==> src/rtl/filter2d_ctrl.sv <==
// filter2d_ctrl: run-sequencer for the filter2d engine.
// Keeps a shadow copy of the NTAP filter coefficients. Before every frame it
// streams them into the engine, then pulses f_start and waits for f_finish
// under a timeout watchdog. This repeats for num_frames frames.
// Ports:
//   clk, reset_n                     clock, async active-low reset
//   cfg_we/cfg_idx/cfg_data          shadow coefficient write port
//   run/num_frames/abort             run control from the host
//   busy (comb), done, err_timeout,  run status
//   frames_done
//   f_start, f_h_write/f_h_idx/      engine control and coefficient load
//   f_h_data, f_finish
module filter2d_ctrl #(
  parameter int unsigned NTAP        = 9,
  parameter int unsigned GAP_CYCLES  = 4,
  parameter int unsigned TIMEOUT_CYC = 1048576,
  parameter int unsigned TW          = 21
) (
  input  logic       clk,
  input  logic       reset_n,
  input  logic       cfg_we,
  input  logic [3:0] cfg_idx,
  input  logic [7:0] cfg_data,
  input  logic       run,
  input  logic [7:0] num_frames,
  input  logic       abort,
  output logic       busy,
  output logic       done,
  output logic       err_timeout,
  output logic [7:0] frames_done,
  output logic       f_start,
  output logic       f_h_write,
  output logic [3:0] f_h_idx,
  output logic [7:0] f_h_data,
  input  logic       f_finish
);

  localparam int unsigned IW = 4;
  localparam int unsigned DW = 8;
  localparam int unsigned FW = 8;
  localparam int unsigned GW = (GAP_CYCLES > 1) ? $clog2(GAP_CYCLES) : 1;

  localparam logic [2:0] S_IDLE  = 3'd0;
  localparam logic [2:0] S_LOAD  = 3'd1;
  localparam logic [2:0] S_START = 3'd2;
  localparam logic [2:0] S_WAIT  = 3'd3;
  localparam logic [2:0] S_GAP   = 3'd4;
  localparam logic [2:0] S_DONE  = 3'd5;

  logic [2:0]    state_q, state_d;
  logic [IW-1:0] k_q, k_d;
  logic [TW-1:0] tmo_q, tmo_d;
  logic [GW-1:0] gap_q, gap_d;
  logic [FW-1:0] tgt_q, tgt_d;
  logic [FW-1:0] fd_q, fd_d;
  logic          err_q, err_d;
  logic          done_q, done_d;
  logic          start_q, start_d;
  logic          hw_q, hw_d;
  logic [IW-1:0] hidx_q, hidx_d;
  logic [DW-1:0] hdata_q, hdata_d;
  logic [DW-1:0] shadow_q [NTAP];
  logic          cfg_wr_ok;

  // Indices at or above NTAP have no shadow entry and are dropped.
  assign cfg_wr_ok = cfg_we && ({1'b0, cfg_idx} < 5'(NTAP));

  // Next-state, counters and registered outputs.
  always_comb begin
    state_d = state_q;
    k_d     = k_q;
    tmo_d   = tmo_q;
    gap_d   = gap_q;
    tgt_d   = tgt_q;
    fd_d    = fd_q;
    err_d   = err_q;
    done_d  = 1'b0;
    start_d = 1'b0;
    hw_d    = 1'b0;
    hidx_d  = '0;
    hdata_d = '0;

    case (state_q)
      S_IDLE: begin
        if (run) begin
          tgt_d = num_frames;
          fd_d  = '0;
          err_d = 1'b0;
          if (num_frames == '0) begin
            state_d = S_DONE;
          end else begin
            state_d = S_LOAD;
            k_d     = '0;
          end
        end
      end
      S_LOAD: begin
        if (abort) begin
          state_d = S_IDLE;
        end else if (k_q == IW'(NTAP - 1)) begin
          state_d = S_START;
        end else begin
          k_d = k_q + IW'(1);
        end
      end
      S_START: begin
        if (abort) begin
          state_d = S_IDLE;
        end else begin
          state_d = S_WAIT;
          tmo_d   = '0;
        end
      end
      S_WAIT: begin
        // Priority: abort, then finish, then the timeout limit.
        if (abort) begin
          state_d = S_IDLE;
        end else if (f_finish) begin
          fd_d = fd_q + FW'(1);
          if (fd_q + FW'(1) == tgt_q) begin
            state_d = S_DONE;
          end else if (GAP_CYCLES == 0) begin
            state_d = S_LOAD;
            k_d     = '0;
          end else begin
            state_d = S_GAP;
            gap_d   = '0;
          end
        end else if (tmo_q == TW'(TIMEOUT_CYC - 1)) begin
          err_d   = 1'b1;
          state_d = S_DONE;
        end else begin
          tmo_d = tmo_q + TW'(1);
        end
      end
      S_GAP: begin
        if (abort) begin
          state_d = S_IDLE;
        end else if (32'(gap_q) + 32'd1 >= GAP_CYCLES) begin
          state_d = S_LOAD;
          k_d     = '0;
        end else begin
          gap_d = gap_q + GW'(1);
        end
      end
      S_DONE: begin
        state_d = S_IDLE;
      end
      default: begin
        state_d = S_IDLE;
      end
    endcase

    // Strobes are registered, so derive them from the state being entered.
    done_d  = (state_d == S_DONE);
    start_d = (state_d == S_START);
    if (state_d == S_LOAD) begin
      hw_d   = 1'b1;
      hidx_d = k_d;
      // Forward a same-cycle config write so it reaches this beat.
      if (cfg_we && (cfg_idx == k_d)) begin
        hdata_d = cfg_data;
      end else begin
        hdata_d = shadow_q[k_d];
      end
    end
  end

  // State, counters, outputs and shadow coefficients.
  always_ff @(posedge clk or negedge reset_n) begin
    if (!reset_n) begin
      state_q <= S_IDLE;
      k_q     <= '0;
      tmo_q   <= '0;
      gap_q   <= '0;
      tgt_q   <= '0;
      fd_q    <= '0;
      err_q   <= 1'b0;
      done_q  <= 1'b0;
      start_q <= 1'b0;
      hw_q    <= 1'b0;
      hidx_q  <= '0;
      hdata_q <= '0;
      for (int i = 0; i < int'(NTAP); i++) begin
        shadow_q[i] <= '0;
      end
    end else begin
      state_q <= state_d;
      k_q     <= k_d;
      tmo_q   <= tmo_d;
      gap_q   <= gap_d;
      tgt_q   <= tgt_d;
      fd_q    <= fd_d;
      err_q   <= err_d;
      done_q  <= done_d;
      start_q <= start_d;
      hw_q    <= hw_d;
      hidx_q  <= hidx_d;
      hdata_q <= hdata_d;
      if (cfg_wr_ok) begin
        shadow_q[cfg_idx] <= cfg_data;
      end
    end
  end

  assign busy        = (state_q != S_IDLE);
  assign done        = done_q;
  assign err_timeout = err_q;
  assign frames_done = fd_q;
  assign f_start     = start_q;
  assign f_h_write   = hw_q;
  assign f_h_idx     = hidx_q;
  assign f_h_data    = hdata_q;

endmodule
==> config.mk <==
export PLATFORM = sky130hd
export DESIGN_NAME = filter2d_ctrl
export DESIGN_NICKNAME = d
export VERILOG_FILES = /design/src/rtl/filter2d_ctrl.sv
export SDC_FILE = /design/constraint.sdc
export NUM_CORES = 1
export LEC_CHECK = 0
export CORE_MARGIN = 1.5
export CORE_UTILIZATION = 40
export CTS_BUF_LIST = sky130_fd_sc_hd__clkbuf_4
export CTS_CLUSTER_SIZE = 10
export DETAILED_ROUTE_END_ITERATION = 6
export PLACE_DENSITY = 0.65
export REMOVE_ABC_BUFFERS = 1
export SYNTH_ARGS = -nofsm -noshare
export SYNTH_HDL_FRONTEND = slang
export SYNTH_SLANG_ARGS = --single-unit
==> constraint.sdc <==
create_clock -name clk -period 7 [get_ports clk]
set_clock_uncertainty 0.1 [all_clocks]
set_input_delay 1.75 -clock clk [delete_from_list [all_inputs] [get_ports clk]]
set_output_delay 1.75 -clock clk [all_outputs]
set_load 0.01 [all_outputs]
---- Word-level counts from Yosys, hierarchy flattened ----
Index checks and enable logic that the tools add are counted.
word-level totals
  bits of input ports ..................... 26
  register bits ........................... 134
  output and inout bits ................... 25
  word-level logic and storage cells ...... 117
cells by class
  equal/unequal tests ..................... 21
  magnitude comparators ................... 5
  $add $sub $neg .......................... 5
  reduce and logical (&&, ||, !) cells .... 14
  muxes and demuxes ....................... 49
  bitwise gates (word level) .............. 2
operators by type and width
  operator               number
  $mux 21                4
  $bwmux 72              1
  $mux 8                 8
  $pmux 21 s2            1
  $bmux 8 s4             1
  $demux 8 s4            1
  $mux 4                 7
  $mux 3                 9
  $add 21x1->21 const B  1
  $eq 21x20->1 const B   1
  $ne 2x2->1 const B     10
  $pmux 8 s2             1
  $pmux 3 s5             1
  $mux 2                 6
  $pmux 4 s3             1
  $ge 5x5->1 const B     2
  $not 4->5              2
  $reduce_and 5->1       2
  $eq 3x2->1 const B     3
  $add 8x1->8 const B    1
  $eq 8x8->1             1
  $logic_not 8->1        1
  $eq 3x1->1 const B     2
  $eq 3x3->1 const B     2
  18 further kinds       27

---- Logic depth before layout (Yosys ltp) ----
Gate-level depths: netlist (run 1).
  depth in word-level cells ............... 11
  mapped depth ............................ 11
  mapped depth without buffers ............ 9

---- Worst setup path before layout (run 1) ----
Ideal clock, no wire load.
  path kind ............................... input to register
  from .................................... input port abort
  to ...................................... register hdata_q[6] (netlist: f_h_data[6])
  buffers on the path ..................... 1
  setup time .............................. 0.131 ns
  required time ........................... 6.769 ns
  arrival ................................. 3.597 ns
  cell stages on the path ................. 8
  setup slack ............................. 3.172 ns
  path through ............................ buf_2 > nor4b_2 > a21oi_1 > a31oi_4 > xor2_1 > a2111o_1 > o31ai_1 > a31oi_1
on the way
  cells in the longest elaborated chain, start to end .. 8
  elaborated cells between the ends (all ways) .. 17
  those cells by class .................... eq/ne: 2; mux: 13; bitwise: 1; reduce/logical: 1
RTL lines
  item                                       RTL line  source
  start: declaration                         26        input logic abort,
  $mux 4, on equally long branches           137, 98
  $pmux 4 s3                                 83        case (state_q)
  $not 4->5 (implied by the code)            164       hdata_d = shadow_q[k_d];
  $bmux 8 s4                                 164
  $mux 8 (implied by the code) (2 in a row)  164
  $mux 8                                     161       if (cfg_we && (cfg_idx == k_d)) begin
  $mux 8 (*)                                 157       if (state_d == S_LOAD) begin
  named net hdata_d[6]                       61        logic [DW-1:0] hdata_q, hdata_d;
  end signal: assignment                     199       hdata_q <= hdata_d;
  end: declaration                           61
The timed path passes the listed nets; every way through them passes the cells marked *. The select of a mux whose other input is x is not followed.
A chain may end at the register's enable or synchronous reset.

---- Worst setup path after layout (run 1) ----
  from .................................... input port abort
  to ...................................... register hdata_q[3] (netlist: f_h_data[3])
The elaborated chain is that of the path after synthesis.

==> metrics.md, run 1 <==
| Metric | Value |
|---|---|
| Area Growth Syn to Fin | 13.6% |
| Clk Latency, worst-skew pair | 540 ps |
| Final period util | 0.653 |
| PD cells | 286 nW/µm² |
| Worst r2r src | state_q[0] |
| Hold path start | gap_q[0] |
| Hold endpoint | gap_q[0] |
| Ranking of synthesized cells by area | dfrtp_1 (48%), mux2_2 (13%), o21ai_0 (2.4%), a21oi_1 (2.2%), xor2_1 (2.0%) |
| CTS max path bufs | 2 |
| CP required | 7360 ps |
| CTS tree | built |
| Post-Synth Adder-Cell Area | 0.00897 |
| CP Launch Type | input pin |
| Storage element area | 3350 µm² |
| Crit path arrival time | 4930 ps |
| Starting Density | 0.406 |
| Worst-case reg-to-reg path depth | 7 |
| Number of global-route vias before repair | 5191 |
| H-tree levels | 4 |
| R2R setup slack | 3590 ps |
| Nets | 699 |
| Syn Area/Cell | 11.1 µm² |
| HPWL Detailed | 11200 µm |
| Top_reg_cell synth | dfrtp_1 |
| Iteration-0 DRC count of the detailed router | 311 |
| Sequential share of the synthesized area | 0.481 |
| Avg WL per Cell | 18.5 µm |
| Largest net degree at the start of global routing | 73 |
| RSZ-0062 raised after global routing | no |
| GPL Wtd Cong | 0.862 |
| Total Die Area | 18200 µm² |
| Fraction of layout cells with a size suffix above 1 | 0.202 |
| Initial DRT Pass Iterations | 5 |
| Mux cell area share after synthesis | 0.135 |
| # clock sinks | 134 |
| Core area | 17200 µm² |
| Vias per cell | 5.75 |
| Synth warnings | 0 |
| Synthesized cell area | 6970 µm² |
| Slew Viols, Final | 0 |
| Setup Buffers After CTS | 0 |
| First-pass GRT wire length | 27000 µm |
| WL final | 16700 µm |
| Post-synth EDFFs | 0 |
| CP bufs+invs | 2 |
| Mapped Cells | 631 |
| Status | completed |
| Cell taking the most area after synthesis | dfrtp_1 |
| Top Family by Delay on Critical Path | simple AND/OR/NAND/NOR gates |
| Distinct cells, synth | 65 |
| Crit. End Element | flip-flop |
| Critical path's largest stage delay | 600 ps |
| Setup CP Type | input pin to flip-flop |
| Static Leak | 3.30 nW |
| Num CTS Buffers | 17 |
| Clk slew on worst S/H paths | 110 ps |
| I/O Buffers | 50 |
| Cts repair resizes | 0 |
| Worst vdd ir | 137 µV |
| # rows | 48 |
| Crit path max fanout | 23 |
| Area taken by multi-input logic gates | 3410 µm² |
| Crit-path cells | clkdlybuf4s50_1 -> nand4bb_1 -> a21o_1 -> o31ai_4 -> and2_2 -> inv_2 -> nor4b_4 -> a22oi_1 -> a21oi_1 |
| Via count | 5202 |
| Root Buffer | clkbuf_4 |
| Synth Area in Compound Gates | 0.149 |
| Min Hold Slack | 390 ps |
| Worst R2R End | f_h_data[4] |
| All-layer global routing usage | 0.193 |
| Asr flop ratio synth | 1.00 |
| Fmax | 219 MHz |
| Combinational family with the most area after synthesis | compound AO/OA/AOI/OAI gates |
| Drt drc | 0 |
| Synth Register Bits | 134 |
| Antenna Cells | 0 |
| Initial antenna violation count | 0 |
| GR Overflow Total | 0 |
| Most common cell after layout, fill and taps aside | dfrtp_1 |
| Crit-path slowest cell | clkdlybuf4s50_1 |
| Post-synth top area share | 0.481 |
| Fillers | 1614 |
| Max cap viols | 0 |
| Most frequent cells in the layout | dfrtp_1 (134), mux2_2 (80), clkdlybuf4s50_1 (49) |
| Setup violators final | 0 |
| Hold Path Stages | 1 |
| Worst Tran Pin Value | 1210 ps |
| Die width | 135 µm |
| Xor and xnor area share after synthesis | 0.0513 |
| Sum of negative setup slack | 0 ps |
| Hold Fails Final Rpt | 0 |
| Slew headroom | 0.193 |
| Post-DRT Antenna Nets | 0 |
| Die H | 135 µm |
| CTS Hold Bufs | 0 |
| Ports | 51 |
| Simple-gate area share of the yosys netlist | 0.144 |
| Worst Hold Class | flip-flop to flip-flop |
| Minimum period implied by the final worst setup slack | 4570 ps |
==> state kept, by name (all words and copies together) (netlist names) <==
signal and cells:
done 1, shadow_q 72, k_q 4, tmo_q 21, tgt_q 8, frames_done 8
err_timeout 1, gap_q 2, f_start 1, f_h_data 8, state_q 3, f_h_idx 4
f_h_write 1
==> cell usage after synthesis, drive strengths merged (6+ instances only) <==
cell type,n
dfrtp,134
mux2,80
o21ai,35
nor2,34
nand2,33
a21oi,32
nor3,23
clkbuf,19
buf,18
nand3,18
and3,17
xor2,16
a22oi,15
inv,15
o31ai,11
xnor2,11
nand4,10
a311oi,9
a31oi,9
o31a,9
a21boi,8
and2,7
nor3b,6
nor4,6
==> cell families (layout without fill, tap and decap cells) <==
group,after synthesis,count (layout)
and+or+nand+nor,179,179
AOI/OAI and AO/OA,145,145
DFF,134,134
muxes,84,84
buffers and inverters,52,100
xor gates and xnor gates,32,32
adders and majority gates,5,5
==> area by class of cell <==
class | instances | share of cell area
inverters | 15 | 0.00711
flip-flops and latches | 134 | 0.423
well taps | 225 | 0.0355
multi-input cells | 445 | 0.430
repair buffers | 55 | 0.0681
clock buffers | 17 | 0.0161
clock inverters | 13 | 0.0202
==> where the power goes <==
part           switching [mW]  leakage [nW]  internal (mW)
Sequential              0.102          1.71          0.923
Clock                   0.288         0.141          0.242
Combinational           0.371          1.45          0.341
==> worst max path at each step <==
stage | from | endpoint | slack [ps] | cells past startpoint
after floorplan | abort | f_h_data[6] | 2940 | 7
after global placement | abort | f_h_data[7] | 2030 | 9
after detailed placement | abort | f_h_data[3] | 1940 | 9
after CTS | abort | f_h_data[1] | 2530 | 9
after global routing | abort | f_h_data[1] | 2240 | 8
final | abort | f_h_data[3] | 2430 | 9
==> metrics by stage <==
step | setup slack [ps] | utilization | instances | instance area (µm²) | power [mW]
2_1_floorplan | 2940 | - | 594 | 6820 | 1.50
3_3_place_gp | 2030 | 0.445 | 874 | 7640 | 1.72
3_5_place_dp | 1940 | 0.445 | 874 | 7640 | 1.75
4_1_cts | 2530 | 0.461 | 904 | 7920 | 2.28
5_1_grt | 2240 | 0.461 | 904 | 7920 | 2.40
6_report | 2430 | 0.461 | 904 | 7920 | 2.27
==> routing by layer <==
metal	share of wire	vias to the layer above	GRT usage
li1	-	2396	-
met1	0.46	2630	0.257
met2	0.47	156	0.310
met3	0.055	20	0.0458
met4	0.016	0	0.0639
met5	0	-	0
No activity file was read; power rests on OpenSTA's default activity.
==> run 2, diff against run 1 <==
Settings changed: PLACE_DENSITY 0.65 to 0.67.
Clock period 7 ns to 3.9 ns, I/O delays scaled along.
==> run 2 against run 1 <==
Against the previous run: non-clock buffer count grew 15; hold slack worse by 11 ps; largest power group unchanged; routed wire length decreased by 2.4%; cell count up 1.9%; register-to-register slack got worse by 2700 ps; worst setup slack got worse by 1900 ps; die area unchanged; combinational power is 87% higher; sequential share of layout area shrank 0.74 points; final area grew 1.8%; largest cell class unchanged; critical path depth down 1.
==> metrics.md, run 2 (synthesis gave the netlist of run 1 again) <==
| Metric | Value |
|---|---|
| Status | completed |
| Via count | 5238 (+0.69%) |
| Core area | 17200 µm² (unchanged) |
| CTS tree | built |
| Slew headroom | 0.479 (+0.286) |
| Slew Viols, Final | 0 (unchanged) |
| All-layer global routing usage | 0.187 (-0.00578) |
| Static Leak | 3.39 nW (+2.8%) |
| Flop pwr share | 0.445 (-0.007) |
| Number of flip-flops in the largest register | 72 (unchanged) |
| WL final | 16300 µm (-2.4%) |
| # rows | 48 (unchanged) |
| Worst Tran Pin Value | 781 ps (-425 ps) |
| Switching Fraction | 0.333 (-0.00309) |
| Cell-internal power | 2.75 mW (+83%) |
| First-pass GRT wire length | 26500 µm (-1.7%) |
| Storage element area | 3350 µm² (unchanged) |
| Worst Hold Class | input pin to asynchronous set/reset pin |
| Initial antenna violation count | 0 (unchanged) |
| Vias per cell | 5.69 (-1.2%) |
| CTS max path bufs | 2 (unchanged) |
| Antenna Cells | 0 (unchanged) |
| Fmax | 301 MHz |
| Clk Latency, worst-skew pair | 540 ps (about the same) |
| H-tree levels | 4 (unchanged) |
| Iteration-0 DRC count of the detailed router | 448 (+44%) |
| Grt met2 use | 0.311 (+0.000855) |
| Number of global-route vias before repair | 5203 (+0.23%) |
| Max cap viols | 0 (unchanged) |
| Largest net degree at the start of global routing | 61 (-16%) |
| Most used routing layer | met2 |
| Crit-path cells | clkdlybuf4s50_1 -> nor4_2 -> nand3_1 -> a41oi_1 -> or2_1 -> xor2_1 -> o31ai_1 -> a31oi_1 |
| Final period util | 0.852 |
| Nets | 714 (+2.1%) |
| GPL Wtd Cong | 0.866 (+0.49%) |
| Total Die Area | 18200 µm² (unchanged) |
| Minimum period implied by the final worst setup slack | 3320 ps |
| CTS Hold Bufs | 0 (unchanged) |
| Final core utilization | 0.470 (+0.00823) |
| Setup violators final | 0 (unchanged) |
| Most common cell after layout, fill and taps aside | dfrtp_1 |
| I/O Buffers | 50 (unchanged) |
| Largest regs | shadow_q x72, tmo_q x21 |
| Sum of negative setup slack | 0 ps (unchanged) |
| # clock sinks | 134 (unchanged) |
| CP required | 4280 ps (-3080 ps) |
| Root Buffer | clkbuf_4 |
| Crit path max fanout | 8 (-65%) |
| R2R setup slack | 910 ps (-2680 ps) |
| Num CTS Buffers | 17 (unchanged) |
| Setup Buffers After CTS | 0 (unchanged) |
| Critical path's largest stage delay | 630 ps (+30 ps) |
| Crit. End Element | flip-flop |
| Clk slew on worst S/H paths | 120 ps (about the same) |
| Crit-path slowest cell | xor2_1 |
| GR Overflow Total | 0 (unchanged) |
| Post-DRT Antenna Nets | 0 (unchanged) |
| Setup CP Type | input pin to flip-flop |
| Initial DRT Pass Iterations | 5 (unchanged) |
| Die width | 135 µm (unchanged) |
| Starting Density | 0.406 (unchanged) |
| Fraction of layout cells with a size suffix above 1 | 0.218 (+0.0166) |
| NetSw | 1.37 mW (+80%) |
| Combinational share of power | 0.322 (+0.008) |
| Most frequent cells in the layout | dfrtp_1 (134), mux2_2 (80), clkdlybuf4s50_1 (49) |
| Clock power frac | 0.233 (about the same) |
| Fillers | 1574 (-2.5%) |
| Most flops, register | shadow_q |
| Area Growth Syn to Fin | 15.6% |
| Drt drc | 0 (unchanged) |
| Hold Fails Final Rpt | 0 (unchanged) |
| PD cells | 511 nW/µm² (+79%) |
| GR Util met3 | 0.0443 (-0.00150) |
| HPWL Detailed | 11200 µm (-0.17%) |
| Cts repair resizes | 0 (unchanged) |
| Crit path arrival time | 3700 ps (-1230 ps) |
| Die H | 135 µm (unchanged) |
| Area taken by multi-input logic gates | 3410 µm² (unchanged) |
| Met1 Use GR | 0.236 (-0.0209) |
| Avg WL per Cell | 17.7 µm (-4.2%) |
| CP Launch Type | input pin |
| RSZ-0062 raised after global routing | no |
| Ports | 51 (unchanged) |
| Worst vdd ir | 300 µV (+120%) |
[run 2: stage by stage]
| step | instance area (µm²) | hold slack (ps) | cells | power [mW] | setup WS [ps] |
|---|---|---|---|---|---|
| after floorplan | 6820 | 346 | 594 | 2.69 | 617 |
| final | 8070 | 379 | 921 | 4.12 | 577 |
| after CTS | 8070 | 381 | 921 | 4.15 | 667 |
| after global routing | 8070 | 410 | 921 | 4.37 | 479 |
| after detailed placement | 7770 | 365 | 889 | 3.18 | 82.5 |
| after global placement | 7770 | 359 | 889 | 3.14 | 184 |
[run 2: metal layers]
| layer | up-vias | part of all wire |
|---|---|---|
| met4 | 0 | 0.024 |
| met2 | 128 | 0.50 |
| met1 | 2662 | 0.43 |
| met3 | 29 | 0.046 |
| met5 | - | 0 |
| li1 | 2419 | - |
[run 2: critical path, delay by kind of cell]
family,cells,cell delay [ps]
AO/OA/AOI/OAI,3,660
AND/OR/NAND/NOR,3,980
XOR/XNOR,1,630
buffers and inverters,1,440
[run 2: final timing paths]
kind	start	to	depth (start not counted)
worst max-delay path	num_frames[5]	f_h_data[6]	8
worst min-delay path	reset_n	tmo_q[13]	1
worst max register to register	k_q[1]	f_h_data[6]	9
worst min register to register	gap_q[0]	gap_q[0]	1
max in group asynchronous	reset_n	f_h_idx[1]	2
min in group clk	gap_q[0]	gap_q[0]	1
[run 2: layout make-up]
type                       count  area share
inverter                      15     0.00698
sequential                   134       0.416
multi-input combinational    445       0.422
clock inverter                14      0.0199
tap                          225      0.0349
timing repair buffer          70      0.0835
clock buffer                  18      0.0168
[run 2: power groups by stage]
stage	clock [mW]	sequential (mW)	combinational (mW)
detailed placement	0	1.86	1.32
CTS	0.988	1.83	1.33
global route	1.05	1.87	1.45
finish	0.960	1.84	1.33
global placement	0	1.85	1.29
floorplan	0	1.82	0.875
==> run 3, diff against run 2 <==
Settings changed: HOLD_SLACK_MARGIN set to 0.03.
Clock period 3.9 ns to 3.05 ns, I/O delays scaled along.
==> run 3 against run 2 <==
Against the previous run: sequential share of layout area fell by 1.7 points; first-iteration DRC count fell by 27%; count of clock-buffer cells in the layout fell by 1; sequential power up 27%; global-route usage increased by 0.64 points; non-clock buffer count grew 44; register-to-register slack lost 640 ps; largest power group unchanged; highest routed layer unchanged.
==> metrics.md, run 3 (synthesis gave the netlist of run 1 again) <==
| Metric | Value |
|---|---|
| Drt drc | 0 (unchanged) |
| Initial DRT Pass Iterations | 5 (unchanged) |
| Crit path max fanout | 10 (+2) |
| Setup violators final | 0 (unchanged) |
| Initial antenna violation count | 0 (unchanged) |
| Number of global-route vias before repair | 5590 (+7.4%) |
| CP required | 3440 ps (-840 ps) |
| Die H | 135 µm (unchanged) |
| CP Launch Type | input pin |
| Crit-path slowest cell | clkdlybuf4s50_1 |
| First-pass GRT wire length | 27300 µm (+3.1%) |
| Most common cell after layout, fill and taps aside | dfrtp_1 |
| H-tree levels | 4 (unchanged) |
| Placed cell areas | 8130 µm² (+4.6%) |
| GPL Wtd Cong | 0.838 (-3.3%) |
| # rows | 48 (unchanged) |
| Worst r2r src | state_q[2] |
| Static Leak | 3.62 nW (+6.8%) |
| Clk Latency, worst-skew pair | 550 ps (about the same) |
| Starting Density | 0.406 (unchanged) |
| Hold Path Stages | 1 |
| Worst vdd ir | 440 µV (+47%) |
| Most frequent cells in the layout | dfrtp_1 (134), mux2_2 (80), buf_4 (59) |
| Crit path arrival time | 3270 ps (-430 ps) |
| Worst R2R End | f_h_data[1] |
| CP bufs+invs | 2 (+1) |
| Hold path start | gap_q[0] |
| Worst Tran Pin Value | 640 ps (-141 ps) |
| Crit-path cells | clkdlybuf4s50_1 -> nor4_2 -> buf_4 -> and3_1 -> o31a_1 -> o21ai_0 -> a311oi_1 -> a22oi_1 -> a21oi_1 |
| R2R setup slack | 270 ps (-640 ps) |
| Setup CP Type | input pin to flip-flop |
| Antenna Cells | 0 (unchanged) |
| Slew Viols, Final | 0 (unchanged) |
| Hold endpoint | gap_q[0] |
| Post-DRT Antenna Nets | 0 (unchanged) |
| Largest net degree at the start of global routing | 57 (-6.6%) |
| Critical path's largest stage delay | 430 ps (-200 ps) |
| Slew headroom | 0.569 (+0.0900) |
| Sum of negative setup slack | 0 ps (unchanged) |
| Number of flip-flops in the largest register | 72 (unchanged) |
| Worst-case reg-to-reg path depth | 7 (-2) |
| Overall power | 5.29 mW (+28%) |
| Num CTS Buffers | 17 (unchanged) |
| RSZ-0062 raised after global routing | no |
| GR Overflow Total | 0 (unchanged) |
| Final core utilization | 0.490 (+0.0202) |
| # clock sinks | 134 (unchanged) |
| Fin area | 8410 µm² (+4.3%) |
| Ports | 51 (unchanged) |
| Hold Fails Final Rpt | 0 (unchanged) |
| Root Buffer | clkbuf_4 |
| Most flops, register | shadow_q |
| Nets | 758 (+6.2%) |
| Worst Hold Class | flip-flop to flip-flop |
| Total Die Area | 18200 µm² (unchanged) |
| All-layer global routing usage | 0.193 (+0.00643) |
| Iteration-0 DRC count of the detailed router | 328 (-27%) |
| Area Growth Syn to Fin | 20.6% |
| Avg WL per Cell | 17.5 µm (-1.4%) |
| Via count | 5422 (+3.5%) |
| Fmax | 348 MHz |
| Status | completed |
| Vias per cell | 5.62 (-1.2%) |
| Core area | 17200 µm² (unchanged) |
| Max cap viols | 0 (unchanged) |
| I/O Buffers | 50 (unchanged) |
| CTS max path bufs | 2 (unchanged) |
| Minimum period implied by the final worst setup slack | 2880 ps |
| WL final | 16800 µm (+3.3%) |
| Die width | 135 µm (unchanged) |
| Largest regs | shadow_q x72, tmo_q x21 |
| HPWL Detailed | 11700 µm (+4.9%) |
| Clk slew on worst S/H paths | 130 ps (about the same) |
| CTS tree | built |
| Crit. End Element | flip-flop |
| Final period util | 0.943 |
| Fraction of layout cells with a size suffix above 1 | 0.268 (+0.0492) |
| Top Family by Delay on Critical Path | compound AO/OA/AOI/OAI gates |
| PD cells | 629 nW/µm² (+23%) |
[run 3: cell count changes in the layout (fill, tap and decap cells not counted), sizes merged]
cell and delta:
dlygate4sd3 +1, inv +3, buf +43, bufinv -2
clkbuf -1, clkinv +2, clkinvlp -2
[run 3: final cells by class]
class	count	area (µm²)
Inverter	15	56.3
Multi-Input combinational cell	445	3420
Timing Repair Buffer	114	1040
Clock buffer	17	128
Clock inverter	15	130
Tap cell	225	282
Fill cell	1539	8760
Sequential cell	134	3350
[run 3: layer usage]
layer | vias up | wire length, µm | share of wire | global-route usage
met2 | 149 | 8420 | 0.50 | 0.329
met5 | - | 0 | 0 | 0
met4 | 0 | 499 | 0.030 | 0.0854
met3 | 41 | 787 | 0.047 | 0.0424
li1 | 2518 | - | - | -
met1 | 2714 | 7140 | 0.42 | 0.235
[run 3: report_power, final]
group,switching (mW),internal (mW)
sequential,0.219,2.12
combinational,0.920,0.930
clock,0.697,0.407
total,1.84,3.45
[run 3: worst reg2reg max path: stages (launching register included)]
cell and delay, ps:
dfrtp_1 680, nand4bb_1 220, a21o_1 290, o31ai_4 300
nand3_1 180, a2111o_1 580, o31ai_1 240, a21oi_1 80
[run 3: how the worst max path moves through the flow]
stage                             start           to  slack, ps  cells past startpoint
final                     num_frames[1]  f_h_data[4]        170                      9
after global routing      num_frames[1]  f_h_data[1]         20                     10
after CTS                    state_q[2]         busy         90                      3
after detailed placement  num_frames[1]  f_h_data[4]       -410                      9
after global placement    num_frames[1]  f_h_data[4]       -420                      9
after floorplan                   abort  f_h_data[6]        -20                      7
[run 3: timing repair]
| action | CTS | global route |
|---|---|---|
| endpoints found under the setup margin | 0 | 3 |
| buffers inserted | 0 | 0 |
| hold buffers | 1 | 0 |
| endpoints found under the hold margin | 26 | 0 |
| resized for setup | 0 | 2 |
[run 3: through the flow]
step	setup slack [ps]	hold slack (ps)	std cells
final	173	405	965
after floorplan	-20.1	346	594
after detailed placement	-410	388	932
after global placement	-422	358	932
after global routing	19.4	421	965
after CTS	94.9	411	965
